[config.mk]
export PLATFORM = sky130hd
export DESIGN_NAME = div_radix2_unit_flat
export DESIGN_NICKNAME = d
export VERILOG_FILES = /design/src/rtl/div_radix2_unit_if.sv /design/src/rtl/div_radix2_unit.sv /design/src/flat_wrapper.sv
export SDC_FILE = /design/constraint.sdc
export NUM_CORES = 1
export LEC_CHECK = 0
export CAP_MARGIN = 20
export CORE_MARGIN = 3
export CORE_UTILIZATION = 59
export CTS_CLUSTER_SIZE = 10
export DETAILED_ROUTE_END_ITERATION = 12
export DONT_BUFFER_PORTS = 1
export HOLD_SLACK_MARGIN = 0.05
export PLACE_DENSITY = 0.86
export SLEW_MARGIN = 20
export SYNTH_ARGS = -nofsm -noshare
export SYNTH_HDL_FRONTEND = slang
export SYNTH_SLANG_ARGS = --single-unit
[constraint.sdc]
create_clock -name clk -period 3.7 [get_ports clk]
set_clock_uncertainty 0.2 [all_clocks]
set_input_delay 0.74 -clock clk [delete_from_list [all_inputs] [get_ports clk]]
set_output_delay 0.74 -clock clk [all_outputs]
set_load 0.05 [all_outputs]
[src/rtl/div_radix2_unit_if.sv]
// Divide request/response bundle between the ALU (master) and the divider.
// The ALU drives the request; the divider returns result and done.
interface div_radix2_unit_if #(
    parameter int WIDTH = 32
);
    logic [1:0]         div_op;
    logic [WIDTH-1:0]   dividend;
    logic [WIDTH-1:0]   divisor;
    logic [2*WIDTH-1:0] result;
    logic               done;

    modport master (
        output div_op, dividend, divisor,
        input  result, done
    );

    modport slave (
        input  div_op, dividend, divisor,
        output result, done
    );
endinterface

[src/rtl/div_radix2_unit.sv]
// Multi-cycle restoring radix-2 divider for DIV/DIVU.
// Produces {remainder, quotient}; done low while a division runs.
module div_radix2_unit #(
    parameter int WIDTH = 32
) (
    input  logic              clk,
    input  logic              rst,
    div_radix2_unit_if.slave  bus
);
    localparam int CW = $clog2(WIDTH);

    typedef enum logic [1:0] {
        S_IDLE,
        S_BUSY,
        S_FIX
    } state_t;

    state_t             r_state;
    state_t             w_next;
    logic [WIDTH-1:0]   r_rem;
    logic [WIDTH-1:0]   r_quo;
    logic [WIDTH-1:0]   r_div;
    logic [CW-1:0]      r_cnt;
    logic               r_qneg;
    logic               r_rneg;
    logic               r_done;
    logic [2*WIDTH-1:0] r_result;

    logic               w_req;
    logic               w_sgn;
    logic               w_a_neg;
    logic               w_b_neg;
    logic [WIDTH-1:0]   w_abs_a;
    logic [WIDTH-1:0]   w_abs_b;
    logic [WIDTH:0]     w_rem_sh;
    logic [WIDTH:0]     w_trial;
    logic               w_fit;
    logic               w_last;
    logic [WIDTH-1:0]   w_rem_fix;
    logic [WIDTH-1:0]   w_quo_fix;

    assign w_req   = (bus.div_op == 2'b01) || (bus.div_op == 2'b10);
    assign w_sgn   = (bus.div_op == 2'b10);
    assign w_a_neg = w_sgn & bus.dividend[WIDTH-1];
    assign w_b_neg = w_sgn & bus.divisor[WIDTH-1];
    assign w_abs_a = w_a_neg ? (~bus.dividend + 1'b1) : bus.dividend;
    assign w_abs_b = w_b_neg ? (~bus.divisor + 1'b1) : bus.divisor;

    // Trial subtraction keeps one extra bit so the borrow decides the step.
    assign w_rem_sh = {r_rem, r_quo[WIDTH-1]};
    assign w_trial  = w_rem_sh - {1'b0, r_div};
    assign w_fit    = ~w_trial[WIDTH];
    assign w_last   = (r_cnt == CW'(WIDTH - 1));

    assign w_rem_fix = r_rneg ? (~r_rem + 1'b1) : r_rem;
    assign w_quo_fix = r_qneg ? (~r_quo + 1'b1) : r_quo;

    always_comb begin
        w_next = r_state;
        unique case (r_state)
            S_IDLE:  if (w_req) w_next = S_BUSY;
            S_BUSY:  if (w_last) w_next = S_FIX;
            S_FIX:   w_next = S_IDLE;
            default: w_next = S_IDLE;
        endcase
    end

    always_ff @(posedge clk) begin
        if (rst) r_state <= S_IDLE;
        else     r_state <= w_next;
    end

    always_ff @(posedge clk) begin
        if (rst) begin
            r_rem    <= '0;
            r_quo    <= '0;
            r_div    <= '0;
            r_cnt    <= '0;
            r_qneg   <= 1'b0;
            r_rneg   <= 1'b0;
            r_done   <= 1'b1;
            r_result <= '0;
        end else begin
            unique case (r_state)
                S_IDLE: begin
                    if (w_req) begin
                        r_rem  <= '0;
                        r_quo  <= w_abs_a;
                        r_div  <= w_abs_b;
                        r_cnt  <= '0;
                        r_qneg <= w_a_neg ^ w_b_neg;
                        r_rneg <= w_a_neg;
                        r_done <= 1'b0;
                    end
                end
                S_BUSY: begin
                    r_rem <= w_fit ? w_trial[WIDTH-1:0]
                                   : w_rem_sh[WIDTH-1:0];
                    r_quo <= {r_quo[WIDTH-2:0], w_fit};
                    r_cnt <= r_cnt + 1'b1;
                end
                S_FIX: begin
                    r_result <= {w_rem_fix, w_quo_fix};
                    r_done   <= 1'b1;
                end
                default: r_done <= 1'b1;
            endcase
        end
    end

    assign bus.result = r_result;
    assign bus.done   = r_done;
endmodule

[src/flat_wrapper.sv]
// flat-port wrapper written by rule: the top's interface ports become plain ports
module div_radix2_unit_flat 
#(
    parameter int WIDTH = 32
)
  (clk, rst, bus_div_op, bus_dividend, bus_divisor, bus_result, bus_done);
  div_radix2_unit_if #(.WIDTH(WIDTH)) bus_i ();
  input  logic clk;
  input  logic rst;
  input wire logic [$bits(bus_i.div_op)-1:0] bus_div_op;
  input wire logic [$bits(bus_i.dividend)-1:0] bus_dividend;
  input wire logic [$bits(bus_i.divisor)-1:0] bus_divisor;
  output wire logic [$bits(bus_i.result)-1:0] bus_result;
  output wire logic [$bits(bus_i.done)-1:0] bus_done;
  assign bus_i.div_op = bus_div_op;
  assign bus_i.dividend = bus_dividend;
  assign bus_i.divisor = bus_divisor;
  assign bus_result = bus_i.result;
  assign bus_done = bus_i.done;
  div_radix2_unit #(.WIDTH(WIDTH)) u_core (.clk(clk), .rst(rst), .bus(bus_i));
endmodule
# Word level (Yosys, flattened, before mapping)
# Index checks and enable logic that the tools add are counted.
# W data, S select, Z words.
dict set report totals {
  memories 0
  output_inout_bits 65
  ff_bits 170
  latch_bits 0
  mem_bits_ro 0
  inputBits 68
  elab_cells 54
  ramBits 0
}
dict set report classes {
  eq_ne 7
  n_div 0
  bitwise_logic 9
  muxes 16
  n_lt_le_gt_ge 0
  reduce_logical 7
  shift 0
  addsub 6
  mul 0
}
# cell n
set ops {}
lappend ops {{$mux W32} 7}
lappend ops {{$add A32 B1 Y32 const B} 4}
lappend ops {{$not A32 Y32} 4}
lappend ops {{$pmux W32 S2} 2}
lappend ops {{$sub A33 B32 Y33} 1}
lappend ops {{$pmux W5 S2} 1}
lappend ops {{$reduce_and A2 Y1} 4}
lappend ops {{$add A5 B1 Y5 const B} 1}
lappend ops {{$eq A5 B5 Y1 const B} 1}
lappend ops {{$mux W5} 1}
lappend ops {{$eq A2 B1 Y1 const B} 2}
lappend ops {{$eq A2 B2 Y1 const B} 2}
lappend ops {{$mux W2} 2}
lappend ops {{$ne A2 B1 Y1 const B} 2}
lappend ops {{$pmux W2 S2} 1}
lappend ops {{$and A1 B1 Y1} 2}
lappend ops {{$logic_not A2 Y1} 1}
lappend ops {{$not A1 Y1} 2}
lappend ops {{$pmux W1 S2} 1}
lappend ops {{$reduce_bool A2 Y1} 1}
lappend ops {{$logic_or A1 B1 Y1} 1}
lappend ops {{$mux W1} 1}
lappend ops {{$xor A1 B1 Y1} 1}

# Logic depth before layout (Yosys ltp)
# Gate-level depths: netlist of run 1.
dict set report depth {
  word_depth 5
  depth_mapped 13
  mapped_depth_nobuf 12
}

# Worst setup path before layout of run 1
# OpenSTA, ideal clock, no wires.
dict set report synth_path {
  kind {input port to flip-flop}
  startpoint {input port bus_dividend[0]}
  endpoint {register u_core.r_quo[30]}
  required_time_ns 3.368
  arrival_time_ns 3.038
  setup_ns 0.132
  setup_slack_ns 0.329
  n_path_buf 0
  path_stages 11
  path_cell_list {inv_1 > ha_1 > or4b_2 > nor4_1 > nand2_1 > or3_1 > nor3_1 > o21ai_0 > xor2_1 > nand2_1 > a21oi_1}
}
dict set report synth_via {
  elab_chain_cells 5
}
# item line_no
set synth_lines {}
lappend synth_lines {{start, declared} flat_wrapper.sv:11} ;# input wire logic [$bits(bus_i.dividend)-1:0] bus_dividend;
lappend synth_lines {{$not A32 Y32} div_radix2_unit.sv:46} ;# assign w_abs_a = w_a_neg ? (~bus.dividend + 1'b1) : bus.dividend;
lappend synth_lines {{$add A32 B1 Y32} div_radix2_unit.sv:46}
lappend synth_lines {{$mux W32} div_radix2_unit.sv:46}
lappend synth_lines {{$mux W32} div_radix2_unit.sv:86} ;# if (w_req) begin
lappend synth_lines {{$pmux W32 S2} div_radix2_unit.sv:84} ;# unique case (r_state)
lappend synth_lines {{end signal, assigned} div_radix2_unit.sv:88} ;# r_quo <= w_abs_a;
lappend synth_lines {{end signal, assigned} div_radix2_unit.sv:99} ;# r_quo <= {r_quo[WIDTH-2:0], w_fit};
lappend synth_lines {{end, declared} div_radix2_unit.sv:21} ;# logic [WIDTH-1:0] r_quo;
# Every way passes these cells. The select of a mux whose other input is x is not followed.
# A chain may end at the register's enable or synchronous reset.

# Final worst setup path of run 1
dict set report layout_path {
  startpoint {register u_core.r_rem[15]}
  endpoint {register u_core.r_rem[29]}
}
dict set report layout_via {
  elab_chain_cells 3
}
# item line_no
set layout_lines {}
lappend layout_lines {{start, declared} div_radix2_unit.sv:20} ;# logic [WIDTH-1:0] r_rem;
lappend layout_lines {{start signal, assigned} div_radix2_unit.sv:97} ;# r_rem <= w_fit ? w_trial[WIDTH-1:0]
lappend layout_lines {{$sub A33 B32 Y33} div_radix2_unit.sv:51} ;# assign w_trial = w_rem_sh - {1'b0, r_div};
lappend layout_lines {{$mux W32} div_radix2_unit.sv:97}
lappend layout_lines {{$pmux W32 S2} div_radix2_unit.sv:84}
# Every way passes these cells.

==> metrics, run 1 <==
Clock Tree Root clkbuf_16; most common cell after layout, fill and taps aside dfxtp_1; most area-hungry cell type in the Yosys netlist dfxtp_1; share of flip-flops with an asynchronous set or reset 0%; result of the run complete, no violations; port bufs 0; part of the cycle the worst path needs 94.5%; top-level port count 133; overall global routing resource usage ~28%; Hold Buf Count CTS 0; maximum number of pins on one net before global-route repair between 100 and 150; commonest non-fill, non-tap cells in the layout dfxtp_1, nor2_1, nand2_1; final-report hold violation count 0; die outline area 0.0196 mm²; fill cell total of the finished layout 1447; mapped cell area 0.0106 mm²; number of register bits inferred by synthesis 170; path depth of the worst reg2reg path 10; total wirelength of the detailed-routed design 27600 µm; capture point of the worst path u_core.r_rem[29]$_SDFFE_PP0P_; capturing element type of the critical path flip-flop; share of cells above drive strength 1 between 6 and 7%; Post-Synthesis Cells 1383; transition time at the pin with the least slew margin around 1.0 ns; number of buffers created by CTS 17; Pwr per Cell Area 799 mW/mm²; crit path launch type flip-flop; average cell area after synthesis 7.68 µm²; required arrival time at the worst endpoint 3.81 ns; Yosys top cell area share 32.1%; starting utilization of the core area ~61%; total area of sequential cells around 0.0034 mm²; setup repair after global routing missed its margin false; launching element of the worst setup path u_core.r_rem[15]$_SDFFE_PP0P_; Max Fanout on Critical Path 6; count of final setup violators 0; predominant post-synthesis flop cell dfxtp_1; count of max-cap constraint violations 0; initial antenna violation count 0; Layout Nets 1459; core region area 0.0175 mm²; std cell rows 48; grt ovf 0; share of total power consumed by net switching 43.1%; Worst-path clk slew 0.07 ns; DIE WIDTH 140 µm; CP Class reg2reg; maximum clock path buffer count 2; setup slack of the most critical reg-to-reg path 0.21 ns; Critical R2R Launch u_core.r_rem[15]$_SDFFE_PP0P_; sequential group share of total power 25.3%; clock sink total 170; minimum clock period ~3.5 ns; routed length per placed instance between 15 and 20 µm; number of levels the H-tree was split into 4; latest clock arrival within the worst-skew pair 0.44 ns; number of warning messages in the yosys log 0; portion of total power attributed to the clock network between 20% and 30%; vias 9830; sw power 3.98 mW; endpoint of the lowest-slack register-to-register path u_core.r_rem[29]$_SDFFE_PP0P_; Power Internal between 5 and 6 mW; global-route wire length before repair 44800 µm; Max IR drop VDD 0.650 mV; kind of path behind the tightest hold check in2reg; Slew Limit Headroom 32.8%; DR DRC count 0; distinct cell type count of the synthesized netlist 60; area of the multi-input gates around 0.0067 mm²; hold slack around 0.17 ns; TritonCTS clock tree done; fraction of power consumed by combinational cells a little over half; placed wire-length estimate after detailed placement approximately 20000 µm; sequential element share of the synthesized area 32.1%; Diodes inserted 0; maximum operating frequency approximately 290 MHz; iteration count of the initial detailed-routing pass 6; Setup Total Neg Slack 0 ns; number of nets in the synthesized netlist 1491; residual antenna-violating net count after detailed routing 0; Vias/cell 6.19; leading post-synthesis cells by cell area dfxtp_1, xor2_1, a21oi_1, nor2_1, a211oi_1; Final Wtd Congestion roughly 1.0; max-slew violation count 0; area growth from synthesis to layout 8.59%; DRT iter0 DRCs a little under 1000; Post-synth EDFFs 0; number of global-route vias before repair 8761; Lkg Pwr between 4 and 5 nW; WP data arrival 3.60 ns; DIE HEIGHT between 100 and 150 µm
[worst min path at each step]
stage | start | endpoint | slack, ns | cells past startpoint
4_1_cts | rst | u_core.r_quo[2]$_SDFFE_PP0P_ | 0.17 | 1
3_5_place_dp | u_core.r_div[0]$_SDFFE_PP0P_ | u_core.r_div[0]$_SDFFE_PP0P_ | 0.26 | 2
5_1_grt | rst | u_core.r_cnt[1]$_SDFFE_PP0P_ | 0.16 | 1
3_3_place_gp | u_core.r_div[29]$_SDFFE_PP0P_ | u_core.r_div[29]$_SDFFE_PP0P_ | 0.24 | 2
6_report | rst | u_core.r_div[26]$_SDFFE_PP0P_ | 0.17 | 1
2_1_floorplan | u_core.r_div[29]$_SDFFE_PP0P_ | u_core.r_div[29]$_SDFFE_PP0P_ | 0.24 | 2
[through the flow]
stage | util [%] | setup slack [ns] | instances | power, mW | instance area [µm²]
2_1_floorplan | - | 0.329 | 1383 | 5.84 | 10600
3_3_place_gp | 62.2 | 0.180 | 1556 | 6.95 | 10900
3_5_place_dp | 62.2 | 0.118 | 1556 | 7.08 | 10900
4_1_cts | 65.9 | 0.158 | 1587 | 9.04 | 11500
5_1_grt | 66.0 | 0.0257 | 1588 | 9.81 | 11500
6_report | 66.0 | 0.205 | 1588 | 9.21 | 11500
[cell type report]
type	count	share of cell area [%]
sequential	170	29.5
inverter	59	1.92
clock inverter	11	1.69
multi-input combinational	1067	58.2
tap	225	2.44
clock buffer	20	3.79
timing repair buffer	36	2.45
[flip-flops by register name (all words and copies together), names as in the netlist]
register	flops
u_core.bus.result	64
u_core.r_quo	32
u_core.r_state	2
u_core.bus.done	1
u_core.r_qneg	1
u_core.r_rneg	1
u_core.r_div	32
u_core.r_rem	32
u_core.r_cnt	5
[critical path, stage by stage (launching register included)]
cell	delay, ns
dfxtp_1	0.53
ha_1	0.39
a21oi_1	0.20
o21ai_0	0.17
or4b_2	0.66
o21ai_0	0.14
a21oi_1	0.12
a21oi_1	0.44
nor4_1	0.09
a311oi_1	0.29
o21ai_0	0.13
[Yosys cell counts, types with 8 or more instances]
| cell | instances |
|---|---|
| xnor2_1 | 47 |
| o41ai_1 | 15 |
| or4_1 | 10 |
| nor3_1 | 16 |
| nand3_1 | 18 |
| nand2b_1 | 14 |
| o31ai_1 | 28 |
| o211ai_1 | 8 |
| a211oi_1 | 74 |
| a21o_1 | 20 |
| dfxtp_1 | 170 |
| inv_1 | 59 |
| o21ai_0 | 88 |
| a22oi_1 | 29 |
| or3_1 | 16 |
| a21oi_1 | 125 |
| ha_1 | 39 |
| nor4_1 | 21 |
| and3_1 | 8 |
| a31oi_1 | 10 |
| nor2_1 | 155 |
| mux2i_1 | 10 |
| xor2_1 | 89 |
| clkbuf_1 | 83 |
| nand2_1 | 142 |
| nand4_1 | 10 |
[logic make-up after synthesis]
family                     share of synthesized area (%)
AOI/OAI and AO/OA                                   26.2
xor gates and xnor gates                            11.2
adders and majority gates                           4.78
buffers and inverters                               5.16
DFF                                                 32.1
muxes                                               1.16
and+or+nand+nor                                     19.4
[per-layer routing]
layer | global-route usage [%] | share of wire (%) | up-vias
met5 | 0 | 0 | -
met4 | 6.68 | 1.5 | 0
met3 | 8.67 | 12 | 37
met2 | 36.3 | 39 | 466
met1 | 42.9 | 48 | 4419
li1 | - | - | 4908
[power groups by stage]
stage / registers [mW] / clock network, mW / logic [mW]
floorplan: 2.27 / 0 / 3.57
CTS: 2.32 / 1.95 / 4.78
global route: 2.36 / 2.03 / 5.43
finish: 2.33 / 1.94 / 4.94
global placement: 2.34 / 0 / 4.61
detailed placement: 2.35 / 0 / 4.72
[repair_timing]
action / CTS / global route
buffers inserted: 0 / 1
gates resized for setup: 0 / 2
setup endpoints to repair: 0 / 24
No activity file was read; power rests on OpenSTA's default activity.
==> run 2: changes to the inputs <==
Settings changed: CORE_ASPECT_RATIO set to 0.9, MAX_ROUTING_LAYER set to met4.
==> run 2 against run 1 <==
Effect of this change:
- critical path depth increased by 3
- first-iteration DRC count up 15%
- combinational power down 1%
- power shrank 2.4%
- routed wire length rose by 3.6%
- worst setup slack improved by 0.012 ns
- cell count increased by 0.69%
- sequential share of layout area barely moved
- hold slack better by 0.018 ns
- utilization increased by 0.84 points
==> metrics, run 2 (same netlist as run 1, synthesis figures left out) <==
result of the run complete, no violations; HP Start rst; number of global-route vias before repair 8735; total wirelength of the detailed-routed design 28600 µm; grt ovf 0; DIE WIDTH 147 µm; pre-CTS setup slack 0.119 ns; commonest non-fill, non-tap cells in the layout dfxtp_1, nor2_1, nand2_1; Worst-path clk slew 0.07 ns; count of final setup violators 0; number of buffers created by CTS 17; Lkg Pwr roughly 4.4 nW; Setup Total Neg Slack 0 ns; total area of sequential cells 0.00340 mm²; core region area 0.0172 mm²; Max IR drop VDD 0.491 mV; instance count along the most critical hold path 1; final instance area 0.0115 mm²; latest clock arrival within the worst-skew pair about 0.44 ns; Hold Buf Count CTS 0; initial antenna violation count 0; crit path launch type flip-flop; DR DRC count 0; iteration count of the initial detailed-routing pass 5; Final Wtd Congestion 1.02; setup repair after global routing missed its margin false; setup slack of the most critical reg-to-reg path 0.22 ns; total power 8.99 mW; Clock Tree Root clkbuf_16; vias 9942; maximum number of pins on one net before global-route repair roughly 140; endpoint of the lowest-slack register-to-register path u_core.r_rem[26]$_SDFFE_PP0P_; maximum operating frequency 287 MHz; final-report hold violation count 0; share of cells above drive strength 1 6.74%; fill cell total of the finished layout 1479; fin worst setup slack around 0.22 ns; Layout Nets 1461; Post-CTS Setup Inserts 0; CP Class reg2reg; area growth from synthesis to layout 8.41%; Max Fanout on Critical Path 17; std cell rows between 40 and 50; TritonCTS clock tree done; Slew Limit Headroom 32.6%; global-route wire length before repair 45200 µm; max-slew violation count 0; instance area at placement 0.0109 mm²; required arrival time at the worst endpoint 3.80 ns; kind of path behind the tightest hold check in2reg; DIE HEIGHT 133 µm; destination of the worst hold path u_core.r_div[26]$_SDFFE_PP0P_; routed length per placed instance 17.9 µm; die outline area 0.0196 mm²; clock sink total 170; area of the multi-input gates between 0.006 and 0.007 mm²; residual antenna-violating net count after detailed routing 0; count of max-cap constraint violations 0; top-level port count 133; placed wire-length estimate after detailed placement 21200 µm; launching element of the worst setup path u_core.r_quo[31]$_SDFFE_PP0P_; number of levels the H-tree was split into 4; maximum clock path buffer count 2; hold slack around 0.18 ns; path depth of the worst reg2reg path 13; starting utilization of the core area between 60% and 70%; port bufs 0; most common cell after layout, fill and taps aside dfxtp_1; Pwr per Cell Area around 780 mW/mm²; capturing element type of the critical path flip-flop; overall global routing resource usage between 20 and 30%; max FFs per register 64; part of the cycle the worst path needs 94.1%; Vias/cell 6.22; minimum clock period ~3.5 ns; Critical R2R Launch u_core.r_quo[31]$_SDFFE_PP0P_; WP data arrival 3.58 ns; CTS resizes 0; DRT iter0 DRCs about 1100; transition time at the pin with the least slew margin 0.998 ns; Diodes inserted 0
## run 2: layout make-up
class | instances | share of cell area [%]
inverter | 59 | 1.92
multi-input combinational | 1067 | 58.3
sequential | 170 | 29.6
timing repair buffer | 38 | 2.70
tap | 235 | 2.55
clock inverter | 12 | 1.17
clock buffer | 18 | 3.82
## run 2: worst max-delay path by stage
stage | to | slack, ns | cells past startpoint
final | u_core.r_rem[26]$_SDFFE_PP0P_ | 0.22 | 13
after global routing | u_core.r_rem[28]$_SDFFE_PP0P_ | 0.02 | 13
after CTS | u_core.r_rem[26]$_SDFFE_PP0P_ | 0.19 | 13
after detailed placement | u_core.r_div[29]$_SDFFE_PP0P_ | 0.12 | 9
after global placement | u_core.r_div[29]$_SDFFE_PP0P_ | 0.17 | 9
after floorplan | u_core.r_quo[30]$_SDFFE_PP0P_ | 0.33 | 11
## run 2: layer usage
metal,routed length [µm],up-vias,global-route usage [%],part of all wire (%)
met5,0,-,-,0
met4,388,0,7.51,1.4
met3,3470,38,8.10,12
met2,11000,471,36.2,39
met1,13700,4535,45.0,48
li1,-,4898,-,-
## run 2: worst max-delay path, stage by stage (launching register included)
cell and delay, ns:
dfxtp_1 0.37, inv_1 0.09, ha_1 0.22, fa_1 0.40, nand2b_1 0.19, a211oi_2 0.25
nor4_1 0.10, or2_2 0.34, a311o_1 0.38, nor2_4 0.14, buf_4 0.25, nor4_1 0.08
a31oi_1 0.20, o211ai_1 0.13
## run 2: metrics by stage
step	instances	utilization (%)
floorplan	1383	-
global route	1599	66.8
CTS	1599	66.7
global placement	1569	63.4
finish	1599	66.8
detailed placement	1569	63.4
## run 2: power breakdown
part           total, mW  switching [mW]  leakage, nW  internal [mW]
sequential          2.33           0.292         1.38           2.03
clock               1.78           0.768        0.284           1.01
combinational       4.89            2.90         2.75           1.99
total               8.99            3.96         4.42           5.03
